File: config.mk
export PLATFORM = sky130hd
export DESIGN_NAME = wb_regwriter
export DESIGN_NICKNAME = d
export VERILOG_FILES = /design/src/rtl/wb_regwriter.sv
export SDC_FILE = /design/constraint.sdc
export NUM_CORES = 1
export LEC_CHECK = 0
export BUFFER_PORTS_ARGS = -buffer_cell sky130_fd_sc_hd__buf_2
export CAP_MARGIN = 20
export CORE_ASPECT_RATIO = 1.1
export CORE_UTILIZATION = 60
export DETAILED_ROUTE_END_ITERATION = 6
export GPL_TIMING_DRIVEN = 0
export PLACE_DENSITY = 0.82
export SYNTH_ARGS = -nofsm -noshare
export SYNTH_HDL_FRONTEND = slang
export SYNTH_SLANG_ARGS = --single-unit
File: constraint.sdc
create_clock -name clk -period 6.59 [get_ports clk]
set_input_delay 0.3295 -clock clk [delete_from_list [all_inputs] [get_ports clk]]
set_output_delay 0.3295 -clock clk [all_outputs]
set_load 0.02 [all_outputs]
File: src/rtl/wb_regwriter.sv
// wb_regwriter: writeback-side scheduler for the 2-write-port, byte-enabled
// register file (AX..DI). EX results (up to two register writes each) are
// queued through a valid/ready FIFO. Memory load returns are never stalled
// and always use port 2. Each cycle the head entry is issued onto whatever
// port credits remain, splitting a two-slot entry across two cycles if needed.
//
// Optional feature macro: WB_BYPASS_EN
//   defined   - an entry accepted while the queue is empty, whose active slots
//               fit the credits left after a load return, is scheduled in the
//               same cycle and never stored.
//   undefined - every entry passes through the queue.
module wb_regwriter #(
    parameter int unsigned DEPTH = 4
) (
    input  logic                     clk,
    input  logic                     reset,
    input  logic                     ex_valid,
    output logic                     ex_ready,
    input  logic [1:0]               ex_we1,
    input  logic [2:0]               ex_waddr1,
    input  logic [15:0]              ex_wdata1,
    input  logic [1:0]               ex_we2,
    input  logic [2:0]               ex_waddr2,
    input  logic [15:0]              ex_wdata2,
    input  logic                     mem_valid,
    input  logic [1:0]               mem_we,
    input  logic [2:0]               mem_waddr,
    input  logic [15:0]              mem_wdata,
    output logic [1:0]               we1,
    output logic [2:0]               waddr1,
    output logic [15:0]              wdata1,
    output logic [1:0]               we2,
    output logic [2:0]               waddr2,
    output logic [15:0]              wdata2,
    output logic [7:0]               pending,
    output logic [$clog2(DEPTH):0]   count
);

    localparam int unsigned AW = $clog2(DEPTH);
    localparam int unsigned CW = AW + 1;
    localparam logic [CW-1:0] FULL = CW'(DEPTH);

    typedef struct packed {
        logic [1:0]  we1;
        logic [2:0]  waddr1;
        logic [15:0] wdata1;
        logic [1:0]  we2;
        logic [2:0]  waddr2;
        logic [15:0] wdata2;
    } entry_t;

    entry_t        fifo_q [DEPTH];
    logic [AW-1:0] wr_ptr;
    logic [AW-1:0] rd_ptr;
    logic          head_half;

    entry_t        head;
    entry_t        in_entry;
    logic          push;
    logic          store;
    logic          pop;
    logic          half_set;
    logic          bypass;
    logic          head_act1;
    logic          head_act2;

    logic [1:0]    nxt_we1;
    logic [2:0]    nxt_waddr1;
    logic [15:0]   nxt_wdata1;
    logic [1:0]    nxt_we2;
    logic [2:0]    nxt_waddr2;
    logic [15:0]   nxt_wdata2;

    assign in_entry  = {ex_we1, ex_waddr1, ex_wdata1, ex_we2, ex_waddr2, ex_wdata2};
    assign head      = fifo_q[rd_ptr];
    assign ex_ready  = !reset && (count < FULL);
    assign push      = ex_valid && ex_ready;
    assign store     = push && !bypass;

    // Slot 1 of a half-issued head has already gone out; only slot 2 remains.
    assign head_act1 = (|head.we1) && !head_half;
    assign head_act2 = |head.we2;

    // Port schedule for the next cycle: load return on port 2, head entry on
    // the remaining credits, idle ports keep their last address/data.
    always_comb begin
        nxt_we1    = '0;
        nxt_waddr1 = waddr1;
        nxt_wdata1 = wdata1;
        nxt_we2    = '0;
        nxt_waddr2 = waddr2;
        nxt_wdata2 = wdata2;
        pop        = 1'b0;
        half_set   = 1'b0;
        bypass     = 1'b0;

        if (mem_valid) begin
            nxt_we2    = mem_we;
            nxt_waddr2 = mem_waddr;
            nxt_wdata2 = mem_wdata;
        end

        if (count != '0) begin
            unique case ({head_act1, head_act2})
                2'b00: begin
                    pop = 1'b1;
                end
                2'b10: begin
                    nxt_we1    = head.we1;
                    nxt_waddr1 = head.waddr1;
                    nxt_wdata1 = head.wdata1;
                    pop        = 1'b1;
                end
                2'b01: begin
                    nxt_we1    = head.we2;
                    nxt_waddr1 = head.waddr2;
                    nxt_wdata1 = head.wdata2;
                    pop        = 1'b1;
                end
                default: begin
                    nxt_we1    = head.we1;
                    nxt_waddr1 = head.waddr1;
                    nxt_wdata1 = head.wdata1;
                    if (!mem_valid) begin
                        nxt_we2    = head.we2;
                        nxt_waddr2 = head.waddr2;
                        nxt_wdata2 = head.wdata2;
                        pop        = 1'b1;
                    end else begin
                        half_set   = 1'b1;
                    end
                end
            endcase
        end
`ifdef WB_BYPASS_EN
        else if (push) begin
            unique case ({|ex_we1, |ex_we2})
                2'b00: begin
                    bypass = 1'b1;
                end
                2'b10: begin
                    nxt_we1    = ex_we1;
                    nxt_waddr1 = ex_waddr1;
                    nxt_wdata1 = ex_wdata1;
                    bypass     = 1'b1;
                end
                2'b01: begin
                    nxt_we1    = ex_we2;
                    nxt_waddr1 = ex_waddr2;
                    nxt_wdata1 = ex_wdata2;
                    bypass     = 1'b1;
                end
                default: begin
                    if (!mem_valid) begin
                        nxt_we1    = ex_we1;
                        nxt_waddr1 = ex_waddr1;
                        nxt_wdata1 = ex_wdata1;
                        nxt_we2    = ex_we2;
                        nxt_waddr2 = ex_waddr2;
                        nxt_wdata2 = ex_wdata2;
                        bypass     = 1'b1;
                    end
                end
            endcase
        end
`endif
    end

    // Queue storage; contents need no reset because occupancy gates every use.
    always_ff @(posedge clk) begin
        if (store) begin
            fifo_q[wr_ptr] <= in_entry;
        end
    end

    // Queue pointers, occupancy, split-head flag and registered port outputs.
    always_ff @(posedge clk) begin
        if (reset) begin
            wr_ptr    <= '0;
            rd_ptr    <= '0;
            count     <= '0;
            head_half <= 1'b0;
            we1       <= '0;
            waddr1    <= '0;
            wdata1    <= '0;
            we2       <= '0;
            waddr2    <= '0;
            wdata2    <= '0;
        end else begin
            if (store) begin
                wr_ptr <= wr_ptr + 1'b1;
            end
            if (pop) begin
                rd_ptr    <= rd_ptr + 1'b1;
                head_half <= 1'b0;
            end else if (half_set) begin
                head_half <= 1'b1;
            end
            unique case ({store, pop})
                2'b10:   count <= count + 1'b1;
                2'b01:   count <= count - 1'b1;
                default: count <= count;
            endcase
            we1    <= nxt_we1;
            waddr1 <= nxt_waddr1;
            wdata1 <= nxt_wdata1;
            we2    <= nxt_we2;
            waddr2 <= nxt_waddr2;
            wdata2 <= nxt_wdata2;
        end
    end

    // Pending mask: every active slot still held in the queue, minus the
    // already-issued slot 1 of a split head.
    always_comb begin
        logic [AW-1:0] off;
        pending = '0;
        off     = '0;
        for (int unsigned i = 0; i < DEPTH; i++) begin
            off = AW'(i) - rd_ptr;
            if (CW'(off) < count) begin
                if ((|fifo_q[AW'(i)].we1) && !(head_half && (off == '0))) begin
                    pending[fifo_q[AW'(i)].waddr1] = 1'b1;
                end
                if (|fifo_q[AW'(i)].we2) begin
                    pending[fifo_q[AW'(i)].waddr2] = 1'b1;
                end
            end
        end
    end

endmodule

Word-level counts from Yosys, hierarchy flattened
Memory sizes are Yosys's and may differ from the RTL's. A register that Yosys moved wholly into a read port is not among the register bits. Index checks and enable logic that the tools add are counted.

Reductions and logical operators: 46. Mux-type cells: 58. Add/sub/neg operators: 8. Multiply operators: 0. Shift-type cells: 0. Equality and inequality tests: 4. Bitwise operators: 9. $lt $le $gt $ge: 21. Div/mod/pow operators: 0.

Operators by type and width (number): $mux W8 (16); $mux W16 (4); $or A8 B8 Y8 (7); $lt A3 B4 Y1 const B (8); $pmux W16 S2 (1); $demux W1 S3 (8); $ge A3 B1 Y1 const B (8); $reduce_or A2 Y1 (12); $logic_and A1 B1 Y1 (19); $mux W1 (16); $lt A2 B3 Y1 (4); $mux W2 (6); $mux W3 (4); $pmux W3 S2 (2); $logic_not A2 Y1 (5); $logic_not A1 Y1 (6); $add A2 B1 Y2 const B (2); $eq A2 B1 Y1 const B (2); $eq A2 B2 Y1 const B (2); $pmux W2 S2 (1); $sub A1 B2 Y2 const A (2); $sub A2 B2 Y2 const A (2); $add A3 B1 Y3 const B (1); $lt A3 B3 Y1 const B (1); other kinds (6) (7).

Memories kept: 1. Output and inout port bits: 54. Memory bits (read-only): 0. Bits in latches: 0. Register bits: 50. Input bits: 67. Bits in writable memories: 168.

Memory list: fifo_q (words 4, bits a word 42, rd ports 5, clocked after Yosys merged registers in 1, write ports 1, line 52) `entry_t fifo_q [DEPTH];`.

Longest topological paths before layout
Gate-level depths: netlist (run 1).

Depth after elaboration: 28. Mapped depth: 10. Gate-level depth less buffers: 9.

Least setup slack after synthesis (run 1)
No wires, ideal clock.

Kind: register to register. From: register with a tool-made name. To: register count[2]. Setup time: 0.071 ns. Required time: 6.519 ns. Cell stages (with the launch flop): 11. Setup slack: 3.805 ns. Arrival time: 2.714 ns. Cells stage by stage: dfxtp_1 > buf_6 > mux4_2 > or2_4 > a31oi_4 > ha_1 > inv_1 > fa_1 > xor2_1 > or3_1 > a21oi_1.

RTL lines: to (signal assigned) (line 200) `2'b10: count <= count + 1'b1;`; to (signal assigned) (line 201) `2'b01: count <= count - 1'b1;`; to (signal assigned) (line 202) `default: count <= count;`; to (decl) (line 36) `output logic [$clog2(DEPTH):0] count`.

Worst setup path after layout (run 1)
From: register rd_ptr[0]. To: output pending[7].

Cells in the longest elaborated chain, start to end: 28. Elaborated cells between the ends (all ways): 47.

Ends and longest elaborated chain: from (decl) (line 54) `logic [AW-1:0] rd_ptr;`; from (signal assigned) (line 194) `rd_ptr <= rd_ptr + 1'b1;`; $sub A1 B2 Y2 (line 220) `off = AW'(i) - rd_ptr;`; $logic_not A2 Y1 (line 222) `if ((|fifo_q[AW'(i)].we1) && !(head_half && (off == '0))) begin`; $logic_and A1 B1 Y1 (line 222); $logic_not A1 Y1 (line 222); $logic_and A1 B1 Y1 (line 222); $mux W8 (line 222); $mux W8 (line 221) `if (CW'(off) < count) begin`; $or A8 B8 Y8 (no line); [... 12 more ...]; $mux W8 (line 225) `if (|fifo_q[AW'(i)].we2) begin`; $mux W8 (line 221); $or A8 B8 Y8 (no line); $mux W8 (line 222); $mux W8 (line 221); $or A8 B8 Y8 (no line); $mux W8 (line 225); $mux W8 (*) (line 221); to (decl) (line 35) `output logic [7:0] pending,`.

Every way passes the cells marked *; elsewhere a longest branch is shown, timed or not. The select of a mux whose other input is x is not followed.

==> impl_metrics.env, run 1 <==
export IMPL_start_kind="register"
export IMPL_synthDistinctLibCells=55
export IMPL_coreArea_um2=15800
export IMPL_yosysWarnings=0
export IMPL_syn_area_um2=9740
export IMPL_sw_frac_of_total_pct=35.4
export IMPL_gr_total_overflow=0
export IMPL_p_leak_nw=3.90
export IMPL_port_buffers=118
export IMPL_cts_sinks=220
export IMPL_drt_first_pass_iters=5
export IMPL_critPathCaptureType="output pin"
export IMPL_die_area_um2=16700
export IMPL_layout_commonest_cell="edfxtp_1"
export IMPL_cts_tree="done"
export IMPL_cts_repair_resized=0
export IMPL_worstPathRequired_ps=6260
export IMPL_ys_ff_latch=220
export IMPL_peakVddDrop_v=0.000240
export IMPL_hold_violations=0
export IMPL_grt_pass1_vias=6645
export IMPL_pwr_share_seq_pct=38.0
export IMPL_clk_root_buffer_cell="clkbuf_16"
export IMPL_arrival_ps=2750
export IMPL_drc=0
export IMPL_mostFrequentLayoutCells="168 x edfxtp_1, 124 x buf_2, 52 x dfxtp_1"
export IMPL_globalRouteTotalUtil_pct=30.8
export IMPL_rows=48
export IMPL_drive_gt1_share_pct=31.0
export IMPL_grt_start_max_net_pins=29
export IMPL_area_growth_pct=17.2
export IMPL_synth_main_ff_cell="edfxtp_1"
export IMPL_dp_hpwl_um=17300
export IMPL_ant_nets=0
export IMPL_fillers=993
export IMPL_worstSkewPairLatency_ps=520
export IMPL_clockPowerShare_pct=27.9
export IMPL_path_buf_inv=3
export IMPL_syn_instance_count=661
export IMPL_tightest_slew_ps=877
export IMPL_drt_wl_total_um=25100
export IMPL_hold_buffers=0
export IMPL_dieWidth_um=123
export IMPL_synth_nets=742
export IMPL_ioPinCount=121
export IMPL_ys_seq_area_share_pct=62.5
export IMPL_hold_path_class="primary input to register"
export IMPL_cts_buffers=23
export IMPL_fmax_mhz=325
export IMPL_fin_crit_sh_pct=46.7
export IMPL_period_needed_ps=3080
export IMPL_num_nets_final=889
export IMPL_h_tree_depth=1
export IMPL_crit_fanout=8
export IMPL_cap_violations=0
export IMPL_num_antenna_cells=0
export IMPL_cts_clk_slew_worst_paths_ps=60
export IMPL_cpPeakStageDelay_ps=470
export IMPL_p_switching_mw=1.62
export IMPL_grt_pass1_wl_um=37600
export IMPL_die_y_um=136
export IMPL_path_delay_family="compound AO/OA/AOI/OAI gates"
export IMPL_p_int_mw=2.96
export IMPL_combPwrFrac_pct=34.2
export IMPL_synth_edf_count=168
export IMPL_cp_slowest_cell="dfxtp_1"
export IMPL_vias=6737
export IMPL_postSynth_asyncResetShare_pct=0
export IMPL_post_synth_top_area_cell="edfxtp_1"
export IMPL_place_congestion=0.885
export IMPL_fin_skew_ps=18.5
export IMPL_wl_per_cell_um=24.5
export IMPL_rsz0062_at_grt="no"
export IMPL_post_synth_main_area_contributors="edfxtp_1 52%, dfxtp_1 11%, mux4_2 9.7%"
export IMPL_setup_tns_ps=0
export IMPL_postSynthAreaPerCell_um2=14.7
export IMPL_via_per_inst=6.57
export IMPL_relSlewSlack_pct=41.5
export IMPL_status="completed"
export IMPL_initialDrtViolationCount=882
export IMPL_fin_hold_ws_ps=19.6
export IMPL_setup_viol=0
export IMPL_clk_path_buf_depth=3
export IMPL_maxSlewViolCount=0
export IMPL_initial_core_util_pct=61.6
export IMPL_worstSetupPathType="register to output pin"
export IMPL_p_per_area_nw_per_um2=402
export IMPL_synth_top_area_share_pct=51.8
export IMPL_grt_antenna_before_repair=0
export IMPL_post_cts_buffers=0
export IMPL_worstPathCellList="inv_1 > ha_1 > inv_1 > ha_1 > a21oi_1 > o21ai_0 > nand4_1 > buf_2"
-- routing by layer --
metal	vias to the layer above	global-route usage (%)	wire length, um
met4	0	12.2	858
met1	3310	42.9	10000
met5	-	0	0
li1	2950	-	-
met2	399	48.7	12100
met3	78	4.76	2140
-- worst reg2reg max path: cells and delay by family, from the launching register on --
kind / cells / cell delay [ps]
muxes: 1 / 610
adders and majority gates: 2 / 610
AOI/OAI and AO/OA: 2 / 400
buffers and inverters: 2 / 220
and+or+nand+nor: 2 / 650
xor gates and xnor gates: 1 / 160
DFF: 1 / 330
-- layout make-up --
class / count / area, um^2 / share of cell area [%]
Sequential cell: 220 / 6090 / 53.4
Inverter: 32 / 120 / 1.05
Clock inverter: 13 / 138 / 1.21
Tap cell: 200 / 250 / 2.19
Clock buffer: 29 / 608 / 5.33
Timing Repair Buffer: 122 / 671 / 5.88
Multi-Input combinational cell: 365 / 3310 / 29.0
Buffer: 44 / 229 / 2.01
-- power groups by stage --
| stage | Combinational [mW] | Sequential, mW | Clock, mW |
|---|---|---|---|
| after floorplan | 0.987 | 1.84 | 0 |
| after global placement | 1.48 | 1.76 | 0 |
| after detailed placement | 1.54 | 1.76 | 0 |
| after CTS | 1.56 | 1.74 | 1.29 |
| after global routing | 1.67 | 1.75 | 1.34 |
| final | 1.57 | 1.74 | 1.28 |
-- logic make-up (layout without fill, tap and decap cells) --
| logic type | after synthesis | after routing | synth area share (%) |
|---|---|---|---|
| buffers and inverters | 76 | 240 | 3.59 |
| and+or+nand+nor | 186 | 186 | 10.6 |
| muxes | 46 | 46 | 10.2 |
| xor gates and xnor gates | 3 | 3 | 0.270 |
| adders and majority gates | 14 | 14 | 1.88 |
| DFF | 220 | 220 | 62.5 |
| AOI/OAI and AO/OA | 116 | 116 | 11.1 |
-- per-stage QoR --
step / instances / setup slack [ps] / instance area [um^2] / total power, mW / utilization, %
after floorplan: 661 / 3810 / 9740 / 2.83 / -
after global placement: 979 / 3430 / 10600 / 3.24 / 67.0
after detailed placement: 983 / 3580 / 10700 / 3.30 / 67.5
after CTS: 1025 / 3540 / 11400 / 4.58 / 72.2
after global routing: 1025 / 3400 / 11400 / 4.76 / 72.2
final: 1025 / 3510 / 11400 / 4.58 / 72.2
-- path summary, 6_finish.rpt --
path / depth (start not counted) / startpoint / end / slack (ps)
max: 8 / rd_ptr[0]$_SDFFE_PP0P_ / pending[7] / 3510
min: 1 / ex_wdata2[10] / fifo_q[1][10]$_DFFE_PP_ / 20
max reg2reg: 10 / register / count[2]$_SDFFE_PP0P_ / 3520
min reg2reg: 2 / wdata1[4]$_SDFFE_PP0P_ / wdata1[4]$_SDFFE_PP0P_ / 480
-- cells in the mapped netlist (2+ instances only) --
cell type  instances
nand4_1            9
a2111oi_1          3
nand2b_1          14
edfxtp_1         168
a2111oi_0          6
o21ai_4            2
nand4b_1           2
buf_6              5
a2111oi_2         28
mux2_2             2
mux2i_1            2
mux4_2            42
xor2_1             2
and4b_1            2
dfxtp_1           52
nor3_1            46
o32ai_1           16
inv_1             32
o21ai_0           24
nor2b_1           19
nand2_1           17
o2bb2ai_1          4
nor4_1            26
clkbuf_1          25
a21oi_1            9
nor3b_1            4
o22ai_1            5
or3_1              2
and2_1             2
nand3_1            2
nor2_1            29
buf_4              5
ha_1              13
and3b_1            2
and3_1             4
buf_1              3
buf_2              6
nor4b_1            4
o21bai_1           7
-- flip-flops by register name (all words and copies together), names as in the netlist, named ones only --
| name | cells |
|---|---|
| wdata1 | 16 |
| wdata2 | 16 |
| we2 | 2 |
| wr_ptr | 2 |
| waddr2 | 3 |
| we1 | 2 |
| waddr1 | 3 |
| count | 3 |
| head_half | 1 |
| rd_ptr | 2 |
| fifo_q | 168 |
No activity file was read; power rests on OpenSTA's default activity.
==> run 2: changes to the inputs <==
ABC_AREA = 1   (was unset)
CORE_UTILIZATION = 58   (was 60)
PLACE_DENSITY = 0.8   (was 0.82)
clock period = 3.1 ns   (was 6.59 ns; I/O delays follow)
==> impl_metrics.env, run 2 <==
export IMPL_coreArea_um2=17000
export IMPL_ys_top_cells_by_count="250 x nand2_1, 178 x nor2_1, 168 x edfxtp_1, 101 x inv_1, 56 x a21oi_1"
export IMPL_drive_gt1_share_pct=16.0
export IMPL_setup_viol=0
export IMPL_hold_path_class="primary input to register"
export IMPL_relSlewSlack_pct=35.4
export IMPL_regMostFlops="fifo_q"
export IMPL_critPathCaptureType="output pin"
export IMPL_rr_worst_depth=17
export IMPL_worstSkewPairLatency_ps=510
export IMPL_drc=0
export IMPL_synthMuxAreaShare_pct=0
export IMPL_synthXorXnorAreaFrac_pct=0.0872
export IMPL_layout_commonest_cell="nand2_1"
export IMPL_top_regs="fifo_q (168), wdata1 (16), wdata2 (16)"
export IMPL_vias=8562
export IMPL_ioPinCount=121
export IMPL_gr_total_overflow=0
export IMPL_maxSlewViolCount=0
export IMPL_arrival_ps=2730
export IMPL_cts_tree="done"
export IMPL_clk_root_buffer_cell="clkbuf_16"
export IMPL_cp_slowest_cell="dfxtp_1"
export IMPL_postSynth_asyncResetShare_pct=0
export IMPL_yosysMostFrequentCell="nand2_1"
export IMPL_clk_path_buf_depth=3
export IMPL_fin_crit_sh_pct=93.1
export IMPL_synth_top_area_share_pct=50.2
export IMPL_wl_per_cell_um=18.0
export IMPL_worstSetupStartpoint="rd_ptr[0]$_SDFFE_PP0P_"
export IMPL_initial_core_util_pct=59.2
export IMPL_ys_ff_latch=220
export IMPL_place_congestion=0.906
export IMPL_cts_sinks=220
export IMPL_hold_violations=1
export IMPL_num_antenna_cells=0
export IMPL_synth_top_family_by_area="simple AND/OR/NAND/NOR gates"
export IMPL_synth_compound_area_share_pct=9.59
export IMPL_globalRouteTotalUtil_pct=30.9
export IMPL_cts_buffers=21
export IMPL_grt_pass1_vias=8122
export IMPL_dp_hpwl_um=18200
export IMPL_r2r_end="count[2]$_SDFFE_PP0P_"
export IMPL_num_nets_final=1362
export IMPL_synth_nets=1153
export IMPL_via_per_inst=5.60
export IMPL_die_area_um2=17800
export IMPL_tightest_slew_ps=967
export IMPL_path_delay_family="buffers and inverters"
export IMPL_area_growth_pct=23.2
export IMPL_cts_clk_slew_worst_paths_ps=60
export IMPL_fin_hold_ws_ps=-3.66
export IMPL_initialDrtViolationCount=921
export IMPL_port_buffers=118
export IMPL_worstPathCellList="inv_1 > ha_1 > inv_1 > ha_1 > a21oi_1 > or2_2 > clkbuf_1 > nand2_1 > nand3_1 > buf_2"
export IMPL_postSynthAreaPerCell_um2=9.37
export IMPL_finalPower_mw=10.1
export IMPL_status="complete, but fails checks"
export IMPL_worstSetupPathType="register to output pin"
export IMPL_start_kind="register"
export IMPL_fillers=1129
export IMPL_rsz0062_at_grt="no"
export IMPL_p_leak_nw=5.20
export IMPL_worstPathRequired_ps=2940
export IMPL_crit_fanout=8
export IMPL_syn_instance_count=1072
export IMPL_fmax_mhz=347
export IMPL_cap_violations=0
export IMPL_dieWidth_um=127
export IMPL_grt_start_max_net_pins=26
export IMPL_ant_nets=0
export IMPL_h_tree_depth=1
export IMPL_mostFrequentLayoutCells="250 x nand2_1, 174 x nor2_1, 168 x edfxtp_1"
export IMPL_period_needed_ps=2880
export IMPL_die_y_um=140
export IMPL_yosysWarnings=0
export IMPL_r2r_slack_ps=430
export IMPL_ys_seq_area_share_pct=60.6
export IMPL_peakVddDrop_v=0.000557
export IMPL_synth_edf_count=168
export IMPL_crit_end="pending[7]"
export IMPL_largest_register_ffs=168
export IMPL_cpPeakStageDelay_ps=450
export IMPL_post_synth_top_area_cell="edfxtp_1"
export IMPL_final_core_util_pct=73.0
export IMPL_drt_first_pass_iters=5
export IMPL_fin_skew_ps=13.6
export IMPL_cp_depth=10
export IMPL_post_synth_main_area_contributors="edfxtp_1 50%, dfxtp_1 10%, nand2_1 9.3%"
export IMPL_rows=50
export IMPL_grt_pass1_wl_um=41900
export IMPL_p_per_area_nw_per_um2=816
export IMPL_grt_antenna_before_repair=0
export IMPL_synth_main_ff_cell="edfxtp_1"
export IMPL_synthDistinctLibCells=31
export IMPL_syn_area_um2=10000
export IMPL_violations="negative hold slack"
export IMPL_synthAdderAreaFrac_pct=1.82
export IMPL_path_buf_inv=4
export IMPL_drt_wl_total_um=27600
export IMPL_cts_repair_resized=0
export IMPL_synthSimpleGateAreaFrac_pct=21.4
## run 2: worst min-delay path by stage
| stage | startpoint | end | slack (ps) | depth (start not counted) |
|---|---|---|---|---|
| after floorplan | ex_wdata2[0] | fifo_q[0][0]$_DFFE_PP_ | 250 | 0 |
| after detailed placement | ex_wdata1[2] | fifo_q[2][23]$_DFFE_PP_ | 370 | 1 |
| after global placement | ex_wdata1[0] | fifo_q[2][21]$_DFFE_PP_ | 370 | 1 |
| after global routing | mem_wdata[2] | wdata2[2]$_SDFF_PP0_ | 10 | 5 |
| final | mem_wdata[2] | wdata2[2]$_SDFF_PP0_ | -4 | 5 |
| after CTS | mem_wdata[2] | wdata2[2]$_SDFF_PP0_ | 3 | 5 |
## run 2: kinds of logic after synthesis
| group | Yosys count |
|---|---|
| simple gates | 514 |
| flops | 220 |
| compound gates | 168 |
| buf+inv | 155 |
| fa+ha+maj | 14 |
| xor+xnor | 1 |
## run 2: worst min-delay path, cell delays in order
cell and delay [ps]:
buf_2 80, nand2_1 70, nand3_1 90, nand2_1 50, inv_1 40
## run 2: power breakdown
part | leakage (nW) | total (mW) | internal (mW) | switching, mW
Sequential | 1.95 | 3.64 | 3.46 | 0.172
Combinational | 2.92 | 3.89 | 1.22 | 2.67
Clock | 0.324 | 2.57 | 1.50 | 1.07
Total | 5.20 | 10.1 | 6.18 | 3.92
## run 2: final cells by class
class / count / area, um^2 / share of cell area (%)
timing repair buffer: 186 / 1330 / 10.8
multi-input combinational: 697 / 3330 / 26.9
inverter: 107 / 402 / 3.25
tap: 234 / 293 / 2.37
sequential: 220 / 6090 / 49.2
buffer: 48 / 253 / 2.04
clock inverter: 11 / 125 / 1.01
clock buffer: 27 / 548 / 4.43
## run 2: through the flow
stage | hold slack (ps) | cells | setup TNS, ps | setup slack [ps] | instance area [um^2]
global placement | 368 | 1424 | -200250 | -1200 | 10900
global route | 13.6 | 1530 | 0 | 70.3 | 12400
CTS | 2.62 | 1530 | 0 | 269 | 12400
floorplan | 254 | 1072 | -31440 | -187 | 10000
detailed placement | 370 | 1428 | 0 | 485 | 11100
finish | -3.66 | 1530 | 0 | 215 | 12400
## run 2: repair_timing
item / 4_1_cts / 5_1_grt
hold buffers: 64 / 0
endpoints found under the setup margin: 0 / 0
buffers inserted: 0 / 0
endpoints found under the hold margin: 188 / 0
## run 2: routing by layer
metal	share of wire [%]	routed length (um)	global-route usage, %	vias to the layer above
li1	-	-	-	4001
met2	50	13700	54.1	563
met1	37	10100	37.8	3929
met3	10	2830	4.85	69
met4	3.6	990	13.4	0
met5	0	0	0	-
